$ cat src/rtl/fetch_pkg.sv
// fetch_pkg: shared types and helpers for the instruction fetch sequencer.
package fetch_pkg;

    typedef enum logic [1:0] {
        FS_IDLE,
        FS_RUN,
        FS_DRAIN,
        FS_FAULT
    } fetch_state_t;

    typedef struct packed {
        logic [31:0] pc;
        logic [31:0] inst;
    } fetch_entry_t;

    localparam int INST_BYTES = 4;

    // A fetch PC is legal when word aligned and inside the instruction memory.
    function automatic logic pc_legal(input logic [31:0] pc, input int unsigned depth);
        return (pc[1:0] == 2'b00) && ((pc >> 2) < depth);
    endfunction

endpackage

$ cat src/rtl/fetch_fifo.sv
// fetch_fifo: small power-of-two FIFO of {pc, inst} entries with flush.
module fetch_fifo
    import fetch_pkg::*;
#(
    parameter int DEPTH = 2,
    localparam int AW = $clog2(DEPTH),
    localparam int CW = AW + 1
) (
    input  logic         clk,
    input  logic         rst_n,
    input  logic         i_push,
    input  logic         i_pop,
    input  logic         i_flush,
    input  fetch_entry_t i_data,
    output fetch_entry_t o_head,
    output logic [CW-1:0] o_count,
    output logic         o_full,
    output logic         o_empty
);

    fetch_entry_t  r_mem [DEPTH];
    logic [AW-1:0] r_wr;
    logic [AW-1:0] r_rd;
    logic [CW-1:0] r_count;

    // Pointers wrap naturally because DEPTH is a power of two.
    always_ff @(posedge clk or negedge rst_n) begin
        if (!rst_n) begin
            r_wr    <= '0;
            r_rd    <= '0;
            r_count <= '0;
            for (int i = 0; i < DEPTH; i++) r_mem[i] <= '0;
        end else if (i_flush) begin
            r_wr    <= '0;
            r_rd    <= '0;
            r_count <= '0;
        end else begin
            if (i_push) begin
                r_mem[r_wr] <= i_data;
                r_wr        <= r_wr + AW'(1);
            end
            if (i_pop) r_rd <= r_rd + AW'(1);
            r_count <= r_count + CW'(i_push) - CW'(i_pop);
        end
    end

    assign o_head  = r_mem[r_rd];
    assign o_count = r_count;
    assign o_full  = r_count == CW'(DEPTH);
    assign o_empty = r_count == '0;

endmodule

$ cat src/rtl/imem_fetch_ctrl.sv
// imem_fetch_ctrl: PC sequencer feeding a fetch FIFO from a combinational instruction memory.
module imem_fetch_ctrl
    import fetch_pkg::*;
#(
    parameter logic [31:0] RESET_PC   = 32'h0000_0000,
    parameter int          IMEM_DEPTH = 1024,
    parameter int          FIFO_DEPTH = 2
) (
    input  logic        clk,
    input  logic        rst_n,
    input  logic        start,
    input  logic        halt_req,
    input  logic        redirect_valid,
    input  logic [31:0] redirect_pc,
    output logic [31:0] imem_addr,
    input  logic [31:0] imem_inst,
    output logic        inst_valid,
    input  logic        inst_ready,
    output logic [31:0] inst_out,
    output logic [31:0] inst_pc,
    output logic        fetch_fault,
    output logic        busy
);

    localparam int CW = $clog2(FIFO_DEPTH) + 1;

    fetch_state_t  r_state;
    logic [31:0]   r_pc;
    fetch_entry_t  w_head;
    logic [CW-1:0] w_count;
    logic          w_full;
    logic          w_empty;
    logic          w_pop;
    logic          w_try;
    logic          w_push;
    logic          w_fault;

    // Redirect and halt both suppress fetching; the fault is only raised when a push would occur.
    assign w_pop   = !w_empty && inst_ready && !redirect_valid;
    assign w_try   = (r_state == FS_RUN) && !redirect_valid && !halt_req && (!w_full || w_pop);
    assign w_push  = w_try && pc_legal(r_pc, IMEM_DEPTH);
    assign w_fault = w_try && !pc_legal(r_pc, IMEM_DEPTH);

    always_ff @(posedge clk or negedge rst_n) begin
        if (!rst_n) begin
            r_state <= FS_IDLE;
            r_pc    <= RESET_PC;
        end else begin
            if (redirect_valid) r_pc <= redirect_pc;
            else if (w_push)    r_pc <= r_pc + 32'(INST_BYTES);
            case (r_state)
                FS_IDLE:  if (start && !redirect_valid) r_state <= FS_RUN;
                FS_RUN:   if (halt_req) r_state <= FS_DRAIN;
                          else if (w_fault) r_state <= FS_FAULT;
                FS_DRAIN: if (w_count == '0 && !redirect_valid) r_state <= FS_IDLE;
                FS_FAULT: if (redirect_valid && pc_legal(redirect_pc, IMEM_DEPTH)) r_state <= FS_RUN;
                default:  r_state <= FS_IDLE;
            endcase
        end
    end

    fetch_fifo #(.DEPTH(FIFO_DEPTH)) u_fifo (
        .clk     (clk),
        .rst_n   (rst_n),
        .i_push  (w_push),
        .i_pop   (w_pop),
        .i_flush (redirect_valid),
        .i_data  ('{pc: r_pc, inst: imem_inst}),
        .o_head  (w_head),
        .o_count (w_count),
        .o_full  (w_full),
        .o_empty (w_empty)
    );

    assign imem_addr   = r_pc >> 2;
    assign inst_valid  = !w_empty;
    assign inst_out    = w_head.inst;
    assign inst_pc     = w_head.pc;
    assign fetch_fault = r_state == FS_FAULT;
    assign busy        = (r_state != FS_IDLE) || !w_empty;

endmodule

$ cat config.mk
export PLATFORM = sky130hd
export DESIGN_NAME = imem_fetch_ctrl
export DESIGN_NICKNAME = d
export VERILOG_FILES = /design/src/rtl/fetch_pkg.sv /design/src/rtl/fetch_fifo.sv /design/src/rtl/imem_fetch_ctrl.sv
export SDC_FILE = /design/constraint.sdc
export NUM_CORES = 1
export LEC_CHECK = 0
export ABC_CLOCK_PERIOD_IN_PS = 6600
export CORE_MARGIN = 2
export CORE_UTILIZATION = 35
export CTS_CLUSTER_DIAMETER = 80
export CTS_CLUSTER_SIZE = 12
export DETAILED_ROUTE_END_ITERATION = 8
export SLEW_MARGIN = 40
export SYNTH_ARGS = -nofsm -noshare
export SYNTH_HDL_FRONTEND = slang
export SYNTH_HIERARCHICAL = 1
export SYNTH_SLANG_ARGS = --single-unit
$ cat constraint.sdc
create_clock -name clk -period 6.6 [get_ports clk]
set_input_delay 0.99 -clock clk [delete_from_list [all_inputs] [get_ports clk]]
set_output_delay 0.99 -clock clk [all_outputs]
set_load 0.01 [all_outputs]
==> impl_results.md <==
- CTS max path bufs: 2
- 1st-pass router iterations: 4
- R2R cell count: 6
- Critical path type: input port to flip-flop
- Sum Neg Setup Slack: 0 ns
- Post-synthesis xor/xnor area fraction: 0.0114
- Critical path capture point type: flip-flop
- Placement Setup Slack: between 2 and 3 ns
- Port-buffer cells: around 170
- Largest net degree at the start of global routing: 95
- CTS H-tree depth: 4
- Antenna Nets Post-Route: 0
- Vias in the first global route: ~5.2k
- Layout cells sized above 1: 0.372
- Critical Path RT: ~7 ns
- First-pass GRT wire length: 28800 µm
- Mux contribution to synthesized area: 0.327
- Sequential share of power: 0.468
- Total Die Area: between 20000 and 25000 µm²
- Ys flop type: dfrtp_1
- Core Rows: 55
- Class of the worst hold path: flip-flop to flip-flop
- Fillers: about 2k
- CP max FO: 32
- DIE WIDTH: approximately 160 µm
- Iteration-0 DRC Markers: 143
- Die Height: between 150 and 200 µm
- P_sw: 0.594 mW
- Syn Area/Cell: around 15 µm²
- Post-CTS sizing: 0
- Detail Placement HPWL: about 12000 µm
- Simple-Gate Fraction of Synth Area: 0.0608
- Hold Path Depth: 1
- Via density: slightly below 5
- Core footprint: 22700 µm²
- Seq/Total Area, Yosys: 0.513
- # setup viols final: 0
- Unrepaired setup endpoints after global routing: false
- Multi-input combinational cell area: approximately 3400 µm²
- Slew Viols, Final: 0
- Clock Sinks: 166
- Maximum VDD drop: 0.119 mV
- WL per Instance: ~18 µm
- Outcome: completed
- TritonCTS Buffers: 17
- Final Instance Area: about 10000 µm²
- Postcts setup bufs: 0
- Diode count: 0
- R2R Path End: u_fifo/r_mem[88]
- DRC: 0
- EDFF count, synth: 0
- Worst skew pair latency: 0.43 ns
- Initial antenna violation count: 0
- Final worst-path cycle share: 0.545
- Slew margin rel.: 0.482
- Worst Hold Endpoint: u_fifo/r_mem[106]
- Final min period: approximately 3.6 ns
- Worst Slack Setup Final: roughly 3 ns
- # nets final: about 760
- Comb power frac: 0.087
- Placement Cell Area: slightly below 10000 µm²
- P&R area growth vs syn: 27.2%
- F_max: around 0.28 GHz
- Synth warn: 6
- Area fraction in compound gates after synthesis: 0.0165
- Reg-to-Reg Start: r_pc[14]
- CP arrival: between 3 and 4 ns
- Starting Density: 0.357
- Io pins: between 150 and 200
- CP Launch Type: input port
- #FFs+latches synth: 166
- All-layer global routing usage: 0.153
- Total power: ~2.3 mW
- Main combinational cell family by area after synthesis: multiplexers
- Asr flop ratio synth: 1.00
- PwrDens: ~230 nW/µm²
- Number of failing hold endpoints at the final stage: 0
- CTS clk-pin slew, worst paths: around 0.070 ns
- Synth unique cells: 48
- CTS Root Cell: clkbuf_16
- Post-Syn Area: 8100 µm²
- Clock network fraction of design power: 0.445
- Synth Instances: between 500 and 600
- Worst Clk Skew: approximately 0.013 ns
- Worst Tran Pin Value: ~0.77 ns
- Setup slack, reg-to-reg: 3.47 ns
- CTS tree: built
- Final WL: 18100 µm
- Sw frac: 0.255
- Leakage: between 4 and 5 nW
- CTS Hold Buffers Added: 0
- Internal power: ~1.7 mW
- FF/Latch Area: 4160 µm²
- Vias: between 4k and 5k
- Hold_sp: u_fifo/r_mem[106]
- Max-Cap Viols: 0
- GPL Wtd Cong: 0.830
- Adder-cell share of the synthesized area: 0.00463
- GR Overflow Total: 0
-- stage by stage --
step | hold slack, ns | instances | utilization
after floorplan | 0.454 | 556 | -
after global placement | 0.466 | 954 | 0.426
after detailed placement | 0.476 | 955 | 0.427
after CTS | 0.492 | 987 | 0.454
after global routing | 0.518 | 987 | 0.454
final | 0.487 | 987 | 0.454
-- critical path, stage by stage --
cell	delay, ns
clkdlybuf4s50_1	0.44
or3b_1	0.39
a21oi_1	0.23
nor4b_1	0.67
nor3b_4	0.31
buf_4	0.45
mux2_2	0.40
-- flip-flops by register name, indices dropped and copies added, names as in the netlist --
| signal | count |
|---|---|
| u_fifo/r_wr | 1 |
| u_fifo/r_mem | 128 |
| r_pc | 32 |
| u_fifo/r_rd | 1 |
| u_fifo/o_count | 2 |
| r_state | 2 |
-- power by group through the flow --
stage	combinational [mW]	sequential [mW]	clock (mW)
4_1_cts	0.207	1.09	1.07
3_3_place_gp	0.202	1.11	0
3_5_place_dp	0.205	1.11	0
2_1_floorplan	0.0987	1.09	0
6_report	0.202	1.09	1.03
5_1_grt	0.221	1.09	1.11
-- layer usage --
layer,wire length (µm),track usage,part of all wire
met5,0,0,0
met4,211,0.0476,0.012
met3,700,0.0367,0.039
met2,8990,0.256,0.50
met1,8220,0.196,0.45
-- worst max path at each step --
| stage | from | end | slack, ns | cells after the start |
|---|---|---|---|---|
| floorplan | halt_req | u_fifo/r_mem[95] | 3.52 | 7 |
| detailed placement | halt_req | u_fifo/r_mem[88] | 2.56 | 7 |
| global route | halt_req | u_fifo/r_mem[66] | 2.81 | 7 |
| CTS | halt_req | u_fifo/r_mem[88] | 3.03 | 7 |
| global placement | halt_req | u_fifo/r_mem[87] | 2.64 | 7 |
| finish | halt_req | u_fifo/r_mem[88] | 3.00 | 7 |
-- cell families after synthesis --
| kind of cell | count (synthesis) |
|---|---|
| flops | 166 |
| simple gates | 72 |
| buf+inv | 67 |
| xor+xnor | 9 |
| fa+ha+maj | 3 |
| compound gates | 22 |
| mux | 215 |
| other cells | 1 |
-- cells in the mapped netlist, types with 4 or more instances --
cell | number | share of area
nand3_1 | 5 | 0.0031
nor4_1 | 7 | 0.0054
mux2_2 | 148 | 0.21
buf_6 | 8 | 0.011
mux2_1 | 5 | 0.0069
a21oi_1 | 4 | 0.0025
o21ai_1 | 8 | 0.0049
mux2_4 | 61 | 0.11
buf_4 | 32 | 0.030
dfrtp_1 | 166 | 0.51
buf_2 | 7 | 0.0043
nand2_1 | 17 | 0.0079
xnor2_1 | 6 | 0.0065
clkbuf_1 | 6 | 0.0028
nor2_1 | 10 | 0.0046
inv_1 | 8 | 0.0037
buf_12 | 6 | 0.015
-- placed cells by master, fill, tap and decap left out, drive strengths merged, types with 2 or more instances in the layout --
master         Yosys  layout
mux2             214     214
nand4              3       3
nor2              10      10
clkbuf             6      17
nand3              5       5
ha                 3       3
dfrtp            166     166
a211o              2       2
xor2               2       2
nand2             17      17
nor3               4       4
or3                3       3
nor4              12      12
a31oi              2       2
clkinvlp           0       2
nand4bb            2       2
and2               2       2
o21ai             10      10
clkinv             0       3
xnor2              6       6
bufinv             0       2
nor3b              2       2
and3               3       3
inv                8      16
buf               53       9
o22ai              2       2
a21oi              4       4
conb               1       2
clkdlybuf4s50      0     164
nor4b              2       2
-- layout make-up --
| cell class | instances | share of cell area |
|---|---|---|
| multi-input cells | 323 | 0.332 |
| repair buffers | 173 | 0.168 |
| clock buffers | 17 | 0.0413 |
| flip-flops and latches | 166 | 0.403 |
| clock inverters | 15 | 0.0182 |
| well taps | 285 | 0.0346 |
| inverters | 8 | 0.00291 |
No activity file was read; power rests on OpenSTA's default activity.
